File: config.mk
export PLATFORM = sky130hd
export DESIGN_NAME = load_store_unit
export DESIGN_NICKNAME = d
export VERILOG_FILES = /design/src/rtl/load_store_unit.sv
export SDC_FILE = /design/constraint.sdc
export NUM_CORES = 1
export LEC_CHECK = 0
export ABC_AREA = 1
export BUFFER_PORTS_ARGS = -buffer_cell sky130_fd_sc_hd__buf_2
export CAP_MARGIN = 15
export CORE_UTILIZATION = 45
export CTS_CLUSTER_SIZE = 30
export DETAILED_ROUTE_END_ITERATION = 8
export GPL_TIMING_DRIVEN = 0
export HOLD_SLACK_MARGIN = 0.06
export PLACE_DENSITY = 0.84
export SLEW_MARGIN = 20
export SYNTH_ARGS = -nofsm -noshare
export SYNTH_HDL_FRONTEND = slang
export SYNTH_SLANG_ARGS = --single-unit
export TNS_END_PERCENT = 10
File: constraint.sdc
create_clock -name CK_REF -period 2.31 [get_ports CK_REF]
set_clock_uncertainty 0.15 [all_clocks]
set_input_delay 0.462 -clock CK_REF [delete_from_list [all_inputs] [get_ports CK_REF]]
set_output_delay 0.462 -clock CK_REF [all_outputs]
set_load 0.01 [all_outputs]
File: src/rtl/load_store_unit.sv
// Registered memory-access stage: valid/ready request side, MEM_REQ/MEM_ACK bus side.
// Builds strobes and lane-replicated store data, extends load lanes, flags faults and bus timeouts.
module load_store_unit #(
  parameter int ADDR_W  = 16,
  parameter int TIMEOUT = 16
) (
  input  logic              CK_REF,
  input  logic              RST_N,
  input  logic              HALT,
  input  logic              REQ_VALID,
  output logic              REQ_READY,
  input  logic              REQ_WRITE,
  input  logic [2:0]        REQ_FUNCT3,
  input  logic [31:0]       REQ_ADDR,
  input  logic [31:0]       REQ_WDATA,
  input  logic [4:0]        REQ_RD,
  output logic              RSP_VALID,
  output logic [31:0]       RSP_RDATA,
  output logic [4:0]        RSP_RD,
  output logic [2:0]        RSP_ERR,
  output logic              STALL,
  output logic              MEM_REQ,
  output logic              MEM_WE,
  output logic [ADDR_W-1:0] MEM_ADDR,
  output logic [3:0]        MEM_WSTRB,
  output logic [31:0]       MEM_WDATA,
  input  logic              MEM_ACK,
  input  logic [31:0]       MEM_RDATA,
  output logic [1:0]        dbg_state
);

  typedef enum logic [1:0] {
    IDLE   = 2'd0,
    ACCESS = 2'd1,
    RESP   = 2'd2
  } state_t;

  localparam int CNT_W = (TIMEOUT > 1) ? $clog2(TIMEOUT) : 1;

  localparam logic [2:0] ERR_OK      = 3'b000;
  localparam logic [2:0] ERR_MISALGN = 3'b001;
  localparam logic [2:0] ERR_RANGE   = 3'b010;
  localparam logic [2:0] ERR_TIMEOUT = 3'b011;
  localparam logic [2:0] ERR_ILLEGAL = 3'b100;

  state_t           state;
  logic [CNT_W-1:0] cnt;
  logic             l_write;
  logic [2:0]       l_funct3;
  logic [1:0]       l_lane;
  logic [4:0]       l_rd;

  logic             illegal;
  logic             misaligned;
  logic             out_of_range;
  logic [2:0]       req_err;
  logic [3:0]       req_strb;
  logic [31:0]      req_wdata;
  logic [31:0]      lane_data;
  logic [31:0]      load_data;
  logic             expire;

  // Handshake: a request transfers on a rising edge where REQ_VALID && REQ_READY; the
  // bus access completes on a rising edge where MEM_REQ && MEM_ACK; RSP_VALID is a
  // one-cycle pulse unless HALT holds it.
  assign REQ_READY = (state == IDLE) && !HALT;
  assign STALL     = (state != IDLE);
  assign dbg_state = state;

  always_comb begin
    illegal      = (REQ_FUNCT3 == 3'b011) || (REQ_FUNCT3[2:1] == 2'b11) ||
                   (REQ_WRITE && REQ_FUNCT3[2]);
    misaligned   = ((REQ_FUNCT3[1:0] == 2'b01) && REQ_ADDR[0]) ||
                   ((REQ_FUNCT3[1:0] == 2'b10) && (REQ_ADDR[1:0] != 2'b00));
    out_of_range = (REQ_ADDR >> ADDR_W) != 32'd0;
    if (illegal)           req_err = ERR_ILLEGAL;
    else if (misaligned)   req_err = ERR_MISALGN;
    else if (out_of_range) req_err = ERR_RANGE;
    else                   req_err = ERR_OK;
    case (REQ_FUNCT3[1:0])
      2'b00: begin
        req_strb  = 4'b0001 << REQ_ADDR[1:0];
        req_wdata = {4{REQ_WDATA[7:0]}};
      end
      2'b01: begin
        req_strb  = 4'b0011 << REQ_ADDR[1:0];
        req_wdata = {2{REQ_WDATA[15:0]}};
      end
      default: begin
        req_strb  = 4'b1111;
        req_wdata = REQ_WDATA;
      end
    endcase
  end

  // Load lane selection uses the offset latched at accept, not the live request port.
  always_comb begin
    lane_data = MEM_RDATA >> {l_lane, 3'b000};
    case (l_funct3)
      3'b000:  load_data = {{24{lane_data[7]}}, lane_data[7:0]};
      3'b001:  load_data = {{16{lane_data[15]}}, lane_data[15:0]};
      3'b100:  load_data = {24'd0, lane_data[7:0]};
      3'b101:  load_data = {16'd0, lane_data[15:0]};
      default: load_data = lane_data;
    endcase
  end

  assign expire = (TIMEOUT != 0) && (cnt == CNT_W'(TIMEOUT - 1));

  always_ff @(posedge CK_REF) begin
    if (!RST_N) begin
      state     <= IDLE;
      cnt       <= '0;
      l_write   <= 1'b0;
      l_funct3  <= 3'd0;
      l_lane    <= 2'd0;
      l_rd      <= 5'd0;
      RSP_VALID <= 1'b0;
      RSP_RDATA <= 32'd0;
      RSP_RD    <= 5'd0;
      RSP_ERR   <= 3'd0;
      MEM_REQ   <= 1'b0;
      MEM_WE    <= 1'b0;
      MEM_ADDR  <= '0;
      MEM_WSTRB <= 4'd0;
      MEM_WDATA <= 32'd0;
    end else begin
      case (state)
        IDLE: begin
          if (REQ_VALID && !HALT) begin
            l_write  <= REQ_WRITE;
            l_funct3 <= REQ_FUNCT3;
            l_lane   <= REQ_ADDR[1:0];
            l_rd     <= REQ_RD;
            if (req_err != ERR_OK) begin
              state     <= RESP;
              RSP_VALID <= 1'b1;
              RSP_ERR   <= req_err;
              RSP_RDATA <= 32'd0;
              RSP_RD    <= 5'd0;
            end else begin
              state     <= ACCESS;
              cnt       <= '0;
              MEM_REQ   <= 1'b1;
              MEM_WE    <= REQ_WRITE;
              MEM_ADDR  <= {REQ_ADDR[ADDR_W-1:2], 2'b00};
              MEM_WSTRB <= REQ_WRITE ? req_strb : 4'd0;
              MEM_WDATA <= REQ_WRITE ? req_wdata : 32'd0;
            end
          end
        end
        ACCESS: begin
          // An ack arriving on the expiry edge still completes the access.
          if (MEM_ACK) begin
            state     <= RESP;
            MEM_REQ   <= 1'b0;
            RSP_VALID <= 1'b1;
            RSP_ERR   <= ERR_OK;
            RSP_RDATA <= l_write ? 32'd0 : load_data;
            RSP_RD    <= l_write ? 5'd0 : l_rd;
          end else if (!HALT) begin
            if (expire) begin
              state     <= RESP;
              MEM_REQ   <= 1'b0;
              RSP_VALID <= 1'b1;
              RSP_ERR   <= ERR_TIMEOUT;
              RSP_RDATA <= 32'd0;
              RSP_RD    <= 5'd0;
            end else begin
              cnt <= cnt + 1'b1;
            end
          end
        end
        RESP: begin
          if (!HALT) begin
            state     <= IDLE;
            RSP_VALID <= 1'b0;
            RSP_RDATA <= 32'd0;
            RSP_RD    <= 5'd0;
            RSP_ERR   <= 3'd0;
          end
        end
        default: state <= IDLE;
      endcase
    end
  end

endmodule

==> flow_summary.yaml <==
drt:
  drtIter0Drc: 395
  wl_per_cell_um: 13.7
  routed_wl_um: 18000
  dr.pass1.iters: 5
  via_per_inst: 4.96
  vias: 6519
  route.detailed.drc: 0
  antenna_left: 0
final_layout:
  final_common_cell: "nand2_1"
  layout_common_cells: "nand2_1, buf_2, nor2_1"
  finish.utilization_pct: 58.7
  fin_area_um2: 7410
  syn2layout_area_growth_pct: 27.6
  fin_cells: 1315
  layout-drive-gt1-share_pct: 24.8
  final_nets: 1253
  diodes: 0
worst_hold_path:
  min_path_type: "in2reg"
  min_from: "REQ_RD[0]"
  min_path_cells: 3
  hold_path_end: "l_rd[0]"
global_route:
  antenna_found_initial: 0
  grt_first_pass_wirelength_um: 28300
  grtUsageTotal_pct: 27.7
  grt_pass1_vias: 5970
  overflow: 0
  grt_max_degree: 17
critical_path:
  crit_path_end_kind: "flop"
  cp_max_fo: 10
  worst-r2r-setup-slack_ns: 0.11
  cp.arrival_ns: 2.35
  r2r_end: "RSP_RDATA[25]"
  cp_data_required_time_ns: 2.45
  crit_type: "reg2reg"
  r2r-start: "dbg_state[0]"
  start_kind: "flop"
  r2r_cells: 9
logic_synthesis:
  ys_seq_elements: 110
  synth-edff-count: 0
  yosysSeqAreaShare_pct: 37.9
  synthCells: 919
  synth_area_per_cell_um2: 6.32
  syn_area_um2: 5800
  synthFlopType: "dfxtp_1"
  ys.warnings.count: 0
  async_flop_share_pct: 0
  synth.distinct_cells: 33
die:
  core-area_um2: 12600
  die_area_um2: 13400
  chipHeight_um: 116
  initial_core_util_pct: 46.0
  die_x_um: 116
  ios: 209
  row_count: 41
clocking:
  cts_tree: "done"
  cts_max_path_buffers: 2
  htreeDepth: 3
  root_buffer: "clkbuf_16"
  cts.clk_slew.worst_paths_ns: 0.07
  cts_buffers: 9
  cts_sinks: 110
  clk_latency_ns: 0.35
timing:
  period_minus_slack_ns: 2.20
  whs_ns: 0.183
  setup_viol: 0
  tightestPinTransition_ns: 0.706
  hold_viol_final: 0
  fmax_mhz: 454
  fin_crit_sh_pct: 95.3
  rsz0062_at_grt: "yes"
  slew_headroom_pct: 52.9
  maxSlewViolCount: 0
placement:
  dp.cells: 1298
  placed_area_um2: 7050
  dp_hpwl_um: 13900
  portBuffers: 206
  globalplace.congestion: 0.946
power:
  cellPowerDensity_nw_per_um2: 1060
  vdd_drop_max_uv: 388
  p_leak_nw: 3.82
  power_w: 0.00787
status:
  status: "completed"
run:
  max_cap_violations: 0
-- layer usage --
metal | up-vias | track usage (%) | share of wire [%]
li1 | 3329 | - | -
met1 | 2853 | 32.0 | 41
met2 | 289 | 46.9 | 47
met3 | 48 | 6.90 | 8.4
met4 | 0 | 15.3 | 3.9
met5 | - | 0 | 0
-- per-stage QoR --
step | worst slack [ns] | TNS [ns]
after CTS | 0.0599 | 0
final | 0.110 | 0
after detailed placement | -0.236 | -3.03
after global placement | -0.205 | -1.82
after global routing | -0.0126 | -0.0126
after floorplan | 0.213 | 0
-- critical path, cell delays in order (launching register included) --
cell,delay [ns]
dfxtp_1,0.41
ha_1,0.26
nand2_1,0.10
nor2_1,0.21
clkbuf_1,0.41
buf_2,0.30
nand3_1,0.10
inv_1,0.06
nor2_1,0.03
nor2_1,0.11
-- cell type report --
type,count,area (µm²)
clock buffers,13,250
flip-flops and latches,110,2200
multi-input cells,651,2960
plain buffers,57,288
clock inverters,3,67.6
inverters,102,385
well taps,172,215
fillers,1264,5210
repair buffers,207,1040
-- sequential cells by signal (all words and copies together), names as in the netlist --
name,flops
RSP_ERR,3
RSP_RD,5
dbg_state,2
MEM_WDATA,32
RSP_RDATA,32
l_funct3,3
l_rd,5
l_write,1
cnt,4
MEM_REQ,1
MEM_WE,1
RSP_VALID,1
MEM_ADDR,14
l_lane,2
MEM_WSTRB,4
-- where the power goes --
part           leakage [nW]  internal [W]  switching (W)
logic                  2.78       0.00132        0.00227
registers             0.896       0.00234       0.000247
clock network         0.150      0.000983       0.000708
total                  3.82       0.00465        0.00322
-- cells in the mapped netlist (2+ instances only) --
cell | number | area, µm²
nand2_1 | 248 | 931
nand4_1 | 13 | 81.3
or2_2 | 7 | 43.8
clkbuf_1 | 21 | 78.8
inv_2 | 4 | 15.0
nor2_1 | 137 | 514
nand3_1 | 84 | 420
inv_1 | 97 | 364
dfxtp_1 | 110 | 2200
nor2_2 | 2 | 12.5
nor2_4 | 2 | 22.5
clkbuf_2 | 2 | 10.0
a21oi_1 | 75 | 375
buf_1 | 2 | 7.51
buf_2 | 24 | 120
o2111ai_1 | 7 | 61.3
nand3_2 | 3 | 30.0
o21ai_1 | 8 | 40.0
ha_1 | 5 | 62.6
buf_4 | 5 | 37.5
buf_6 | 3 | 33.8
nand2_2 | 4 | 25.0
o21ai_0 | 46 | 230
-- how the worst max path moves through the flow --
stage	slack, ns	to	from
after floorplan	0.21	RSP_ERR[1]	dbg_state[1]
after global placement	-0.20	RSP_ERR[0]	dbg_state[1]
after detailed placement	-0.24	RSP_ERR[0]	dbg_state[1]
after CTS	0.06	RSP_ERR[0]	dbg_state[1]
after global routing	-0.01	RSP_RDATA[28]	dbg_state[0]
final	0.11	RSP_RDATA[25]	dbg_state[0]
-- kinds of logic after synthesis --
logic type / count (synthesis) / share of synthesized area, %
DFF: 110 / 37.9
buffers and inverters: 159 / 11.6
AOI/OAI and AO/OA: 138 / 12.4
and+or+nand+nor: 504 / 36.6
adders and majority gates: 5 / 1.08
xor gates and xnor gates: 2 / 0.302
other: 1 / 0.0646
-- what timing repair did --
item / CTS / global route
hold buffers: 0 / 0
setup buffers: 1 / 0
setup endpoints to repair: 36 / 45
gates resized for setup: 2 / 5
pin swaps: 1 / 0
(Power assumes the default switching activity.)
